File: config.mk
export PLATFORM = sky130hd
export DESIGN_NAME = wr_1000basex_rx_sync
export DESIGN_NICKNAME = d
export VERILOG_FILES = /design/src/rtl/wr_1000basex_pkg.sv /design/src/rtl/wr_1000basex_rx_sync_word_class.sv /design/src/rtl/wr_1000basex_rx_sync.sv
export SDC_FILE = /design/constraint.sdc
export NUM_CORES = 1
export LEC_CHECK = 0
export BUFFER_PORTS_ARGS = -buffer_cell sky130_fd_sc_hd__buf_4
export CAP_MARGIN = 10
export CORE_MARGIN = 2
export CORE_UTILIZATION = 48
export DETAILED_ROUTE_END_ITERATION = 8
export PLACE_DENSITY = 0.87
export SYNTH_ARGS = -nofsm -noshare
export SYNTH_HDL_FRONTEND = slang
export SYNTH_HIERARCHICAL = 1
export SYNTH_SLANG_ARGS = --single-unit
export TNS_END_PERCENT = 50
File: constraint.sdc
create_clock -name clk_ref_i -period 2.9 [get_ports clk_ref_i]
set_clock_uncertainty 0.2 [all_clocks]
set_input_delay 0.435 -clock clk_ref_i [delete_from_list [all_inputs] [get_ports clk_ref_i]]
set_output_delay 0.435 -clock clk_ref_i [all_outputs]
set_load 0.03 [all_outputs]
File: src/rtl/wr_1000basex_pkg.sv
// Shared constants and types for the 1000BASE-X RX path.
// K-code values, sync FSM states and the legal-K check.
package wr_1000basex_pkg;

  localparam logic [7:0] K28_5 = 8'hBC;

  typedef enum logic [1:0] {
    LOSS_OF_SYNC,
    ACQUIRE,
    SYNC_ACQ
  } t_rx_sync_state;

  // K28.0..K28.7 share low bits 5'h1C; the others are the /x.7 set
  function automatic logic is_legal_k(input logic [7:0] b);
    return (b[4:0] == 5'h1C) ||
           (b == 8'hF7) || (b == 8'hFB) ||
           (b == 8'hFD) || (b == 8'hFE);
  endfunction

endpackage

File: src/rtl/wr_1000basex_rx_sync_word_class.sv
// Combinational classifier for one decoded symbol pair.
// Flags bad words and good even-aligned commas.
module wr_1000basex_word_class
  import wr_1000basex_pkg::*;
(
  input  logic [15:0] rx_data_i,
  input  logic [1:0]  rx_k_i,
  input  logic        rx_enc_err_i,
  output logic        bad_o,
  output logic        good_comma_o
);

  logic odd_comma;
  logic even_illegal_k;

  // A comma in the odd byte means the stream is misaligned
  assign odd_comma      = rx_k_i[0] & (rx_data_i[7:0] == K28_5);
  assign even_illegal_k = rx_k_i[1] & !is_legal_k(rx_data_i[15:8]);

  assign bad_o = rx_enc_err_i | odd_comma | even_illegal_k;

  assign good_comma_o = !bad_o & rx_k_i[1] & !rx_k_i[0] &
                        (rx_data_i[15:8] == K28_5);

endmodule

File: src/rtl/wr_1000basex_rx_sync.sv
// 1000BASE-X RX synchronization FSM with registered data forwarding.
// Define WR_RX_SYNC_STATS_EN to add bad-word / sync-loss counters.
module wr_1000basex_rx_sync
  import wr_1000basex_pkg::*;
#(
  parameter int g_comma_count  = 3,
  parameter int g_good_recover = 4,
  parameter int g_bad_limit    = 3
) (
  input  logic        clk_ref_i,
  input  logic        rst_i,
  input  logic [15:0] rx_data_i,
  input  logic [1:0]  rx_k_i,
  input  logic        rx_enc_err_i,
  output logic [15:0] rx_data_o,
  output logic [1:0]  rx_k_o,
  output logic        rx_valid_o,
  output logic        synced_o,
  output logic        sync_lost_p_o
`ifdef WR_RX_SYNC_STATS_EN
  ,
  output logic [15:0] bad_cnt_o,
  output logic [15:0] los_cnt_o
`endif
);

  localparam int AW = $clog2(g_comma_count + 1);
  localparam int GW = $clog2(g_good_recover + 1);
  localparam int SW = $clog2(g_bad_limit + 1);

  logic bad;
  logic good_comma;

  wr_1000basex_word_class u_class (
    .rx_data_i    (rx_data_i),
    .rx_k_i       (rx_k_i),
    .rx_enc_err_i (rx_enc_err_i),
    .bad_o        (bad),
    .good_comma_o (good_comma)
  );

  t_rx_sync_state state_q, state_d;
  logic [AW-1:0]  acq_cnt_q, acq_cnt_d;
  logic [GW-1:0]  good_cnt_q, good_cnt_d;
  logic [SW-1:0]  step_q, step_d;
  logic [AW-1:0]  acq_inc;
  logic [GW-1:0]  good_inc;
  logic           lost;

  logic [15:0] rx_data_q;
  logic [1:0]  rx_k_q;
  logic        valid_q;
  logic        synced_q;
  logic        lost_q;

  assign acq_inc  = acq_cnt_q + AW'(1);
  assign good_inc = good_cnt_q + GW'(1);

  always_comb begin
    state_d    = state_q;
    acq_cnt_d  = acq_cnt_q;
    good_cnt_d = good_cnt_q;
    step_d     = step_q;
    unique case (state_q)
      LOSS_OF_SYNC: begin
        if (good_comma) begin
          state_d   = ACQUIRE;
          acq_cnt_d = AW'(1);
        end
      end
      ACQUIRE: begin
        if (bad) begin
          state_d   = LOSS_OF_SYNC;
          acq_cnt_d = '0;
        end else if (good_comma) begin
          if (acq_inc == AW'(g_comma_count)) begin
            state_d    = SYNC_ACQ;
            acq_cnt_d  = '0;
            step_d     = '0;
            good_cnt_d = '0;
          end else begin
            acq_cnt_d = acq_inc;
          end
        end
      end
      SYNC_ACQ: begin
        if (bad) begin
          good_cnt_d = '0;
          if (step_q == SW'(g_bad_limit)) begin
            state_d = LOSS_OF_SYNC;
            step_d  = '0;
          end else begin
            step_d = step_q + SW'(1);
          end
        end else if (step_q != '0) begin
          // Enough consecutive good words undo one bad step
          if (good_inc == GW'(g_good_recover)) begin
            step_d     = step_q - SW'(1);
            good_cnt_d = '0;
          end else begin
            good_cnt_d = good_inc;
          end
        end
      end
      default: begin
        state_d    = LOSS_OF_SYNC;
        acq_cnt_d  = '0;
        good_cnt_d = '0;
        step_d     = '0;
      end
    endcase
  end

  assign lost = (state_q != LOSS_OF_SYNC) &&
                (state_d == LOSS_OF_SYNC);

  always_ff @(posedge clk_ref_i or posedge rst_i) begin
    if (rst_i) begin
      state_q    <= LOSS_OF_SYNC;
      acq_cnt_q  <= '0;
      good_cnt_q <= '0;
      step_q     <= '0;
      rx_data_q  <= '0;
      rx_k_q     <= '0;
      valid_q    <= 1'b0;
      synced_q   <= 1'b0;
      lost_q     <= 1'b0;
    end else begin
      state_q    <= state_d;
      acq_cnt_q  <= acq_cnt_d;
      good_cnt_q <= good_cnt_d;
      step_q     <= step_d;
      rx_data_q  <= rx_data_i;
      rx_k_q     <= rx_k_i;
      valid_q    <= (state_d == SYNC_ACQ) & !bad;
      synced_q   <= (state_d == SYNC_ACQ);
      lost_q     <= lost;
    end
  end

  assign rx_data_o     = rx_data_q;
  assign rx_k_o        = rx_k_q;
  assign rx_valid_o    = valid_q;
  assign synced_o      = synced_q;
  assign sync_lost_p_o = lost_q;

`ifdef WR_RX_SYNC_STATS_EN
  logic [15:0] bad_cnt_q;
  logic [15:0] los_cnt_q;

  always_ff @(posedge clk_ref_i or posedge rst_i) begin
    if (rst_i) begin
      bad_cnt_q <= '0;
      los_cnt_q <= '0;
    end else begin
      if (bad && bad_cnt_q != 16'hFFFF)
        bad_cnt_q <= bad_cnt_q + 16'd1;
      if (lost && los_cnt_q != 16'hFFFF)
        los_cnt_q <= los_cnt_q + 16'd1;
    end
  end

  assign bad_cnt_o = bad_cnt_q;
  assign los_cnt_o = los_cnt_q;
`endif

endmodule

==> results of run 1 <==
synthesized netlist by cell type, types with 2 or more instances:
master	number	area, um^2
dfrtp_1	30	750.7
xor2_1	3	26.28
ha_1	4	50.05
nand4b_1	3	26.28
mux2i_1	2	20.02
nor3_1	2	10.01
nor3b_1	3	22.52
o21ai_0	4	20.02
nand3_1	5	25.02
o22ai_1	2	12.51
inv_1	9	33.78
nand2_1	5	18.77
nor2_1	7	26.28
buf_2	2	10.01
a31oi_1	2	12.51
a21oi_1	3	15.01
o41ai_1	2	17.52
through the flow:
stage	total power (W)	setup WS (ns)	cell area, um^2	utilization
2_1_floorplan	0.0007595	0.5765	1287	-
3_3_place_gp	0.0008455	0.4697	1630	0.6522
3_5_place_dp	0.0008666	0.4131	1630	0.6522
4_1_cts	0.001092	0.7689	1685	0.6742
5_1_grt	0.001165	0.2917	1785	0.7142
6_report	0.001102	0.3405	1785	0.7142
worst max-delay path: stages:
cell	delay, ns
dlygate4sd3_1	0.54
buf_4	0.14
nand4_1	0.11
nor3b_1	0.07
a31oi_1	0.20
o21ai_1	0.11
or3b_4	0.40
a2bb2oi_4	0.21
nor2_2	0.07
mux2_4	0.29
routing by layer:
| layer | up-vias | global-route usage |
|---|---|---|
| met4 | 0 | 0.1115 |
| li1 | 497 | - |
| met5 | - | 0 |
| met1 | 515 | 0.2212 |
| met2 | 29 | 0.2942 |
| met3 | 12 | 0.07209 |
power by group through the flow:
stage | clock, W | sequential (W) | combinational [W]
finish | 0.000222 | 0.000526 | 0.000354
global route | 0.000246 | 0.000534 | 0.000384
CTS | 0.000229 | 0.000524 | 0.000339
detailed placement | 0 | 0.000532 | 0.000335
global placement | 0 | 0.000527 | 0.000318
floorplan | 0 | 0.000548 | 0.000212
flip-flops by register name, summed over array words and instances (netlist names):
name and cells:
good_cnt_q 3, sync_lost_p_o 1, rx_k_o 2, rx_valid_o 1, synced_o 1, state_q 2
step_q 2, acq_cnt_q 2, rx_data_o 16
final timing paths:
path                                           start                        end  cells past startpoint
max                                     rx_data_i[2]      step_q[0]$_DFFE_PP0P_                     10
min                                     rx_data_i[1]     rx_data_o[1]$_DFF_PP0_                      1
max reg2reg                    step_q[0]$_DFFE_PP0P_      step_q[0]$_DFFE_PP0P_                      6
min reg2reg                good_cnt_q[2]$_DFFE_PP0P_  good_cnt_q[2]$_DFFE_PP0P_                      1
max in group asynchronous                      rst_i    rx_data_o[10]$_DFF_PP0_                      4
min in group asynchronous                      rst_i     rx_data_o[4]$_DFF_PP0_                      4
cells by family after synthesis:
logic type                 synth area share
xor gates and xnor gates            0.02041
DFF                                  0.5831
adders and majority gates           0.03887
muxes                               0.02721
AOI/OAI and AO/OA                    0.1399
and+or+nand+nor                      0.1448
buffers and inverters               0.04567
area by class of cell:
type                       count  area [um^2]  area share
multi-input combinational     65        478.0      0.2677
inverter                       9        33.78     0.01892
sequential                    30        750.7      0.4205
timing repair buffer          55        440.4      0.2467
tap                           30        37.54     0.02102
clock buffer                   7        45.04     0.02523
what timing repair did:
item / CTS / global route
buffers inserted: 0 / 0
hold endpoints to repair: 30 / 10
hold buffers: 1 / 10
==> reports/summary.txt, run 1 <==
Core area: 0.002500 mm^2
Commonest non-fill, non-tap cell in the layout: buf_4
Crit start category: input pin
Setup TNS: 0 ns
Clk network pwr share: 0.202
Power per Cell Area: 617.3 mW/mm^2
Initial core utilization: 0.5150
P_leak: 0.8381 nW
Synth Instances: 108
Worst-path clk slew: 0.08 ns
Post-CTS resize count: 0
Tcrit/Tclk final: 0.8826
Std-Cell Rows: 18
Count of final setup violators: 0
Vias per Instance: 5.372
Tot GR Track Use: 0.1890
Number of global-route vias before repair: 1002
Port buffer count: 41
Min Hold Slack: 0.01924 ns
Hold Crit Class: in2reg
Worst Setup Path Type: in2reg
Placed insts: 178
Total CTS buffers: 5
Part of the power in registers: 0.477
# IOs: 42
Register area share after synthesis: 0.5831
Netlist cell types: 37
Clock Path Buffers: 2
RSZ-0062 raised after global routing: no
H-tree Lvls: 2
Post-synth EDFFs: 0
Critical path data arrival time: 2.58 ns
# Max-Cap Violations: 0
P_int: 0.0007208 W
CTS Sinks: 30
Seq cells post-synth: 30
Initial antenna violation count: 0
Post-Syn Area per Cell: 11.92 um^2
Root buf cell: clkbuf_4
Crit Path Max Fanout: 5
Synth async-reset ratio: 1.000
Gpl congestion: 0.7385
Die height: 55.79 um
Achievable Freq: 390.7 MHz
P_sw: 0.0003813 W
Synthesis warning total: 6
Max_slew headroom: 0.7281
Most frequent cells in the layout: 44 x buf_4, 30 x dfrtp_1, 11 x dlygate4sd3_1, 9 x inv_1, 7 x nor2_1
Diode count: 0
Met2 WL: 1.564 mm
Post-layout minimum cycle time: 2.560 ns
Avg WL per Cell: 15.27 um
Switching Share: 0.3460
Global-route wire length before repair: 4.395 mm
Die W: 55.79 um
Drt drc: 0
Final cell count without fillers: 196
Pins Over Slew Limit: 0
Peak VDD IR: 491.2 uV
DR iter-0 viols: 32
Wl on met1: 1.189 mm
Routed wire length: 2.993 mm
Synthesis-to-layout area growth: 38.68%
Mapped Nets: 133
Actual slew at the worst max-slew pin: 0.4042 ns
Largest net degree at the start of global routing: 31
Wire length on met3: 137 um
Worst Path Required: 2.92 ns
Main synth FF type: dfrtp_1
TritonRoute pass-1 iters: 4
Final ANT Viol Nets: 0
Grt total ovfl: 0
Setup crit end kind: flop
# fillers: 180
Worst R2R Setup Slack: 0.88 ns
Vias: 1053
Synthesized area: 0.001287 mm^2
Outcome: finished, final reports clean
Final hold violation count: 0
Combinational Power Share: 0.321
Layout cells sized above 1: 0.3253
Clk_lat worst skew: 0.33 ns
Die area: 0.003113 mm^2
CTS tree: done
Detailed placement HPWL: 2.017 mm
Max layer used: met4
Nets@finish: 191
No activity file was read; power rests on OpenSTA's default activity.
==> run 2: changes to the inputs <==
clock period = 2.5 ns   (was 2.9 ns; I/O delays follow)
==> run 2 against run 1 <==
The run now ends with negative setup slack left; sequential cell count stayed put; core utilization up 6.2 points; count of clock-buffer cells in the layout up 1.
==> reports/summary.txt, run 2 (synthesis results as in run 1) <==
Outcome: complete, but fails checks
Violated checks: negative setup slack
Buf+Inv Stages, Crit Path: 2 (unchanged)
Worst Setup Slack, final: -0.008037 ns (-0.3485 ns)
Global-route wire length before repair: 5.416 mm (+23%)
Gpl congestion: 0.7893 (+6.9%)
Total CTS buffers: 5 (unchanged)
Tcrit/Tclk final: 1.003
Tot GR Track Use: 0.2334 (+0.04438)
Total power: 0.001411 W (+28%)
Max_slew headroom: 0.7428 (+0.01475)
Final Util: 0.7763 (+0.06206)
Worst Path Required: 2.53 ns (-0.39 ns)
Detailed placement HPWL: 1.992 mm (-1.2%)
P_int: 0.0009413 W (+31%)
Hold Crit Class: in2reg
Slowest-stage cell, CP: dlygate4sd3_1
# Max-Cap Violations: 0 (unchanged)
Synthesis-to-layout area growth: 50.73%
P_leak: 0.9319 nW (+11%)
Std-Cell Rows: 18 (unchanged)
Clock Path Buffers: 2 (unchanged)
Combinational Power Share: 0.312 (-0.009)
Routed wire length: 3.444 mm (+15%)
Worst-path clk slew: 0.09 ns (about the same)
# IOs: 42 (unchanged)
Max reg flops: 16 (unchanged)
Die height: 55.79 um (unchanged)
Core area: 0.002500 mm^2 (unchanged)
DR iter-0 viols: 48 (+50%)
Avg WL per Cell: 16.64 um (+9.0%)
Root buf cell: clkbuf_4
CTS Sinks: 30 (unchanged)
H-tree Lvls: 2 (unchanged)
Peak VDD IR: 582.2 uV (+19%)
Die W: 55.79 um (unchanged)
CTS tree: done
Crit Path Max Fanout: 2 (-3)
Initial antenna violation count: 0 (unchanged)
Largest stage delay on the critical path: 0.54 ns (about the same)
Count of final setup violators: 1 (+1)
Vias per Instance: 5.531 (+3.0%)
Largest net degree at the start of global routing: 31 (unchanged)
Port buffer count: 41 (unchanged)
Final hold violation count: 0 (unchanged)
Drt drc: 0 (unchanged)
Commonest non-fill, non-tap cell in the layout: buf_4
Post-layout minimum cycle time: 2.508 ns
Pre-CTS setup slack: 0.1352 ns (-0.2779 ns)
Number of global-route vias before repair: 1129 (+13%)
P_sw: 0.0004702 W (+23%)
Setup TNS: -0.008037 ns (-0.008037 ns)
Switching Share: 0.3331 (-0.01287)
Grt total ovfl: 0 (unchanged)
Diode count: 0 (unchanged)
Critical path data arrival time: 2.54 ns (-0.04 ns)
Setup crit end kind: flop
Most frequent cells in the layout: 46 x buf_4, 30 x dfrtp_1, 16 x dlygate4sd3_1, 9 x inv_1, 7 x nor2_1
Achievable Freq: 398.7 MHz
Initial core utilization: 0.5150 (unchanged)
Nets@finish: 201 (+5.2%)
Die area: 0.003113 mm^2 (unchanged)
Layout cells sized above 1: 0.3503 (+0.02498)
Worst Setup Path Type: in2reg
Vias: 1145 (+8.7%)
Clk network pwr share: 0.257 (+0.055)
Pins Over Slew Limit: 0 (unchanged)
Final ANT Viol Nets: 0 (unchanged)
Min Hold Slack: 0.1305 ns (+0.1113 ns)
TritonRoute pass-1 iters: 4 (unchanged)
Crit-path leading delay family: buffers and inverters
CP cell instances: dlygate4sd3_1 -> buf_4 -> nand4_1 -> nor3b_1 -> a31oi_1 -> o21ai_1 -> or3b_4 -> a2bb2oi_4 -> nor2_2 -> mux2_4
Part of the power in registers: 0.431 (-0.046)
Clk_lat worst skew: 0.34 ns (about the same)
Power per Cell Area: 727.3 mW/mm^2 (+18%)
Crit start category: input pin
Actual slew at the worst max-slew pin: 0.3858 ns (-0.01840 ns)
-- run 2: metal layers --
metal / vias to the layer above / wire length [um] / track usage
li1: 519 / - / -
met1: 564 / 1231 / 0.2694
met2: 43 / 1912 / 0.3963
met3: 19 / 162 / 0.04651
met4: 0 / 138 / 0.1429
met5: - / 0 / 0
-- run 2: worst register-to-register path, cell delays in order (launching register included) --
cell and delay, ns:
dfrtp_1 0.42, inv_1 0.07, ha_1 0.21, or3b_4 0.42, a2bb2oi_4 0.15, nor2_2 0.06
mux2_4 0.29
-- run 2: cell type report --
class,instances,area (um^2)
clock buffers,8,78.83
fillers,146,559.3
inverters,9,33.78
multi-input cells,65,496.7
flip-flops and latches,30,750.7
well taps,30,37.54
repair buffers,65,543.0
-- run 2: power groups by stage --
stage / clock, W / sequential (W) / combinational (W)
after detailed placement: 0 / 0.000614 / 0.000394
after floorplan: 0 / 0.000636 / 0.000245
after global routing: 0.000383 / 0.000621 / 0.000484
final: 0.000362 / 0.000609 / 0.000440
after global placement: 0 / 0.000610 / 0.000377
after CTS: 0.000368 / 0.000605 / 0.000421
-- run 2: through the flow --
stage / instances / cell area [um^2]
2_1_floorplan: 108 / 1287
3_3_place_gp: 179 / 1638
3_5_place_dp: 179 / 1638
4_1_cts: 206 / 1907
5_1_grt: 207 / 1941
6_report: 207 / 1941
-- run 2: worst paths after layout --
check | from | end | slack [ns] | depth (start not counted)
setup / recovery | rx_data_i[2] | step_q[0]$_DFFE_PP0P_ | -0.008 | 10
hold / removal | rx_data_i[9] | rx_data_o[9]$_DFF_PP0_ | 0.13 | 1
setup reg to reg | step_q[0]$_DFFE_PP0P_ | step_q[0]$_DFFE_PP0P_ | 0.57 | 6
hold reg to reg | good_cnt_q[2]$_DFFE_PP0P_ | good_cnt_q[2]$_DFFE_PP0P_ | 0.30 | 1
max in group asynchronous | rst_i | rx_data_o[10]$_DFF_PP0_ | 1.38 | 4
min in group asynchronous | rst_i | rx_data_o[4]$_DFF_PP0_ | 0.46 | 4
-- run 2: repair_timing --
item | CTS | global route
endpoints found under the setup margin | 0 | 5
setup buffers | 0 | 3
gates resized for setup | 0 | 9
hold endpoints to repair | 48 | 0
hold buffers | 19 | 0
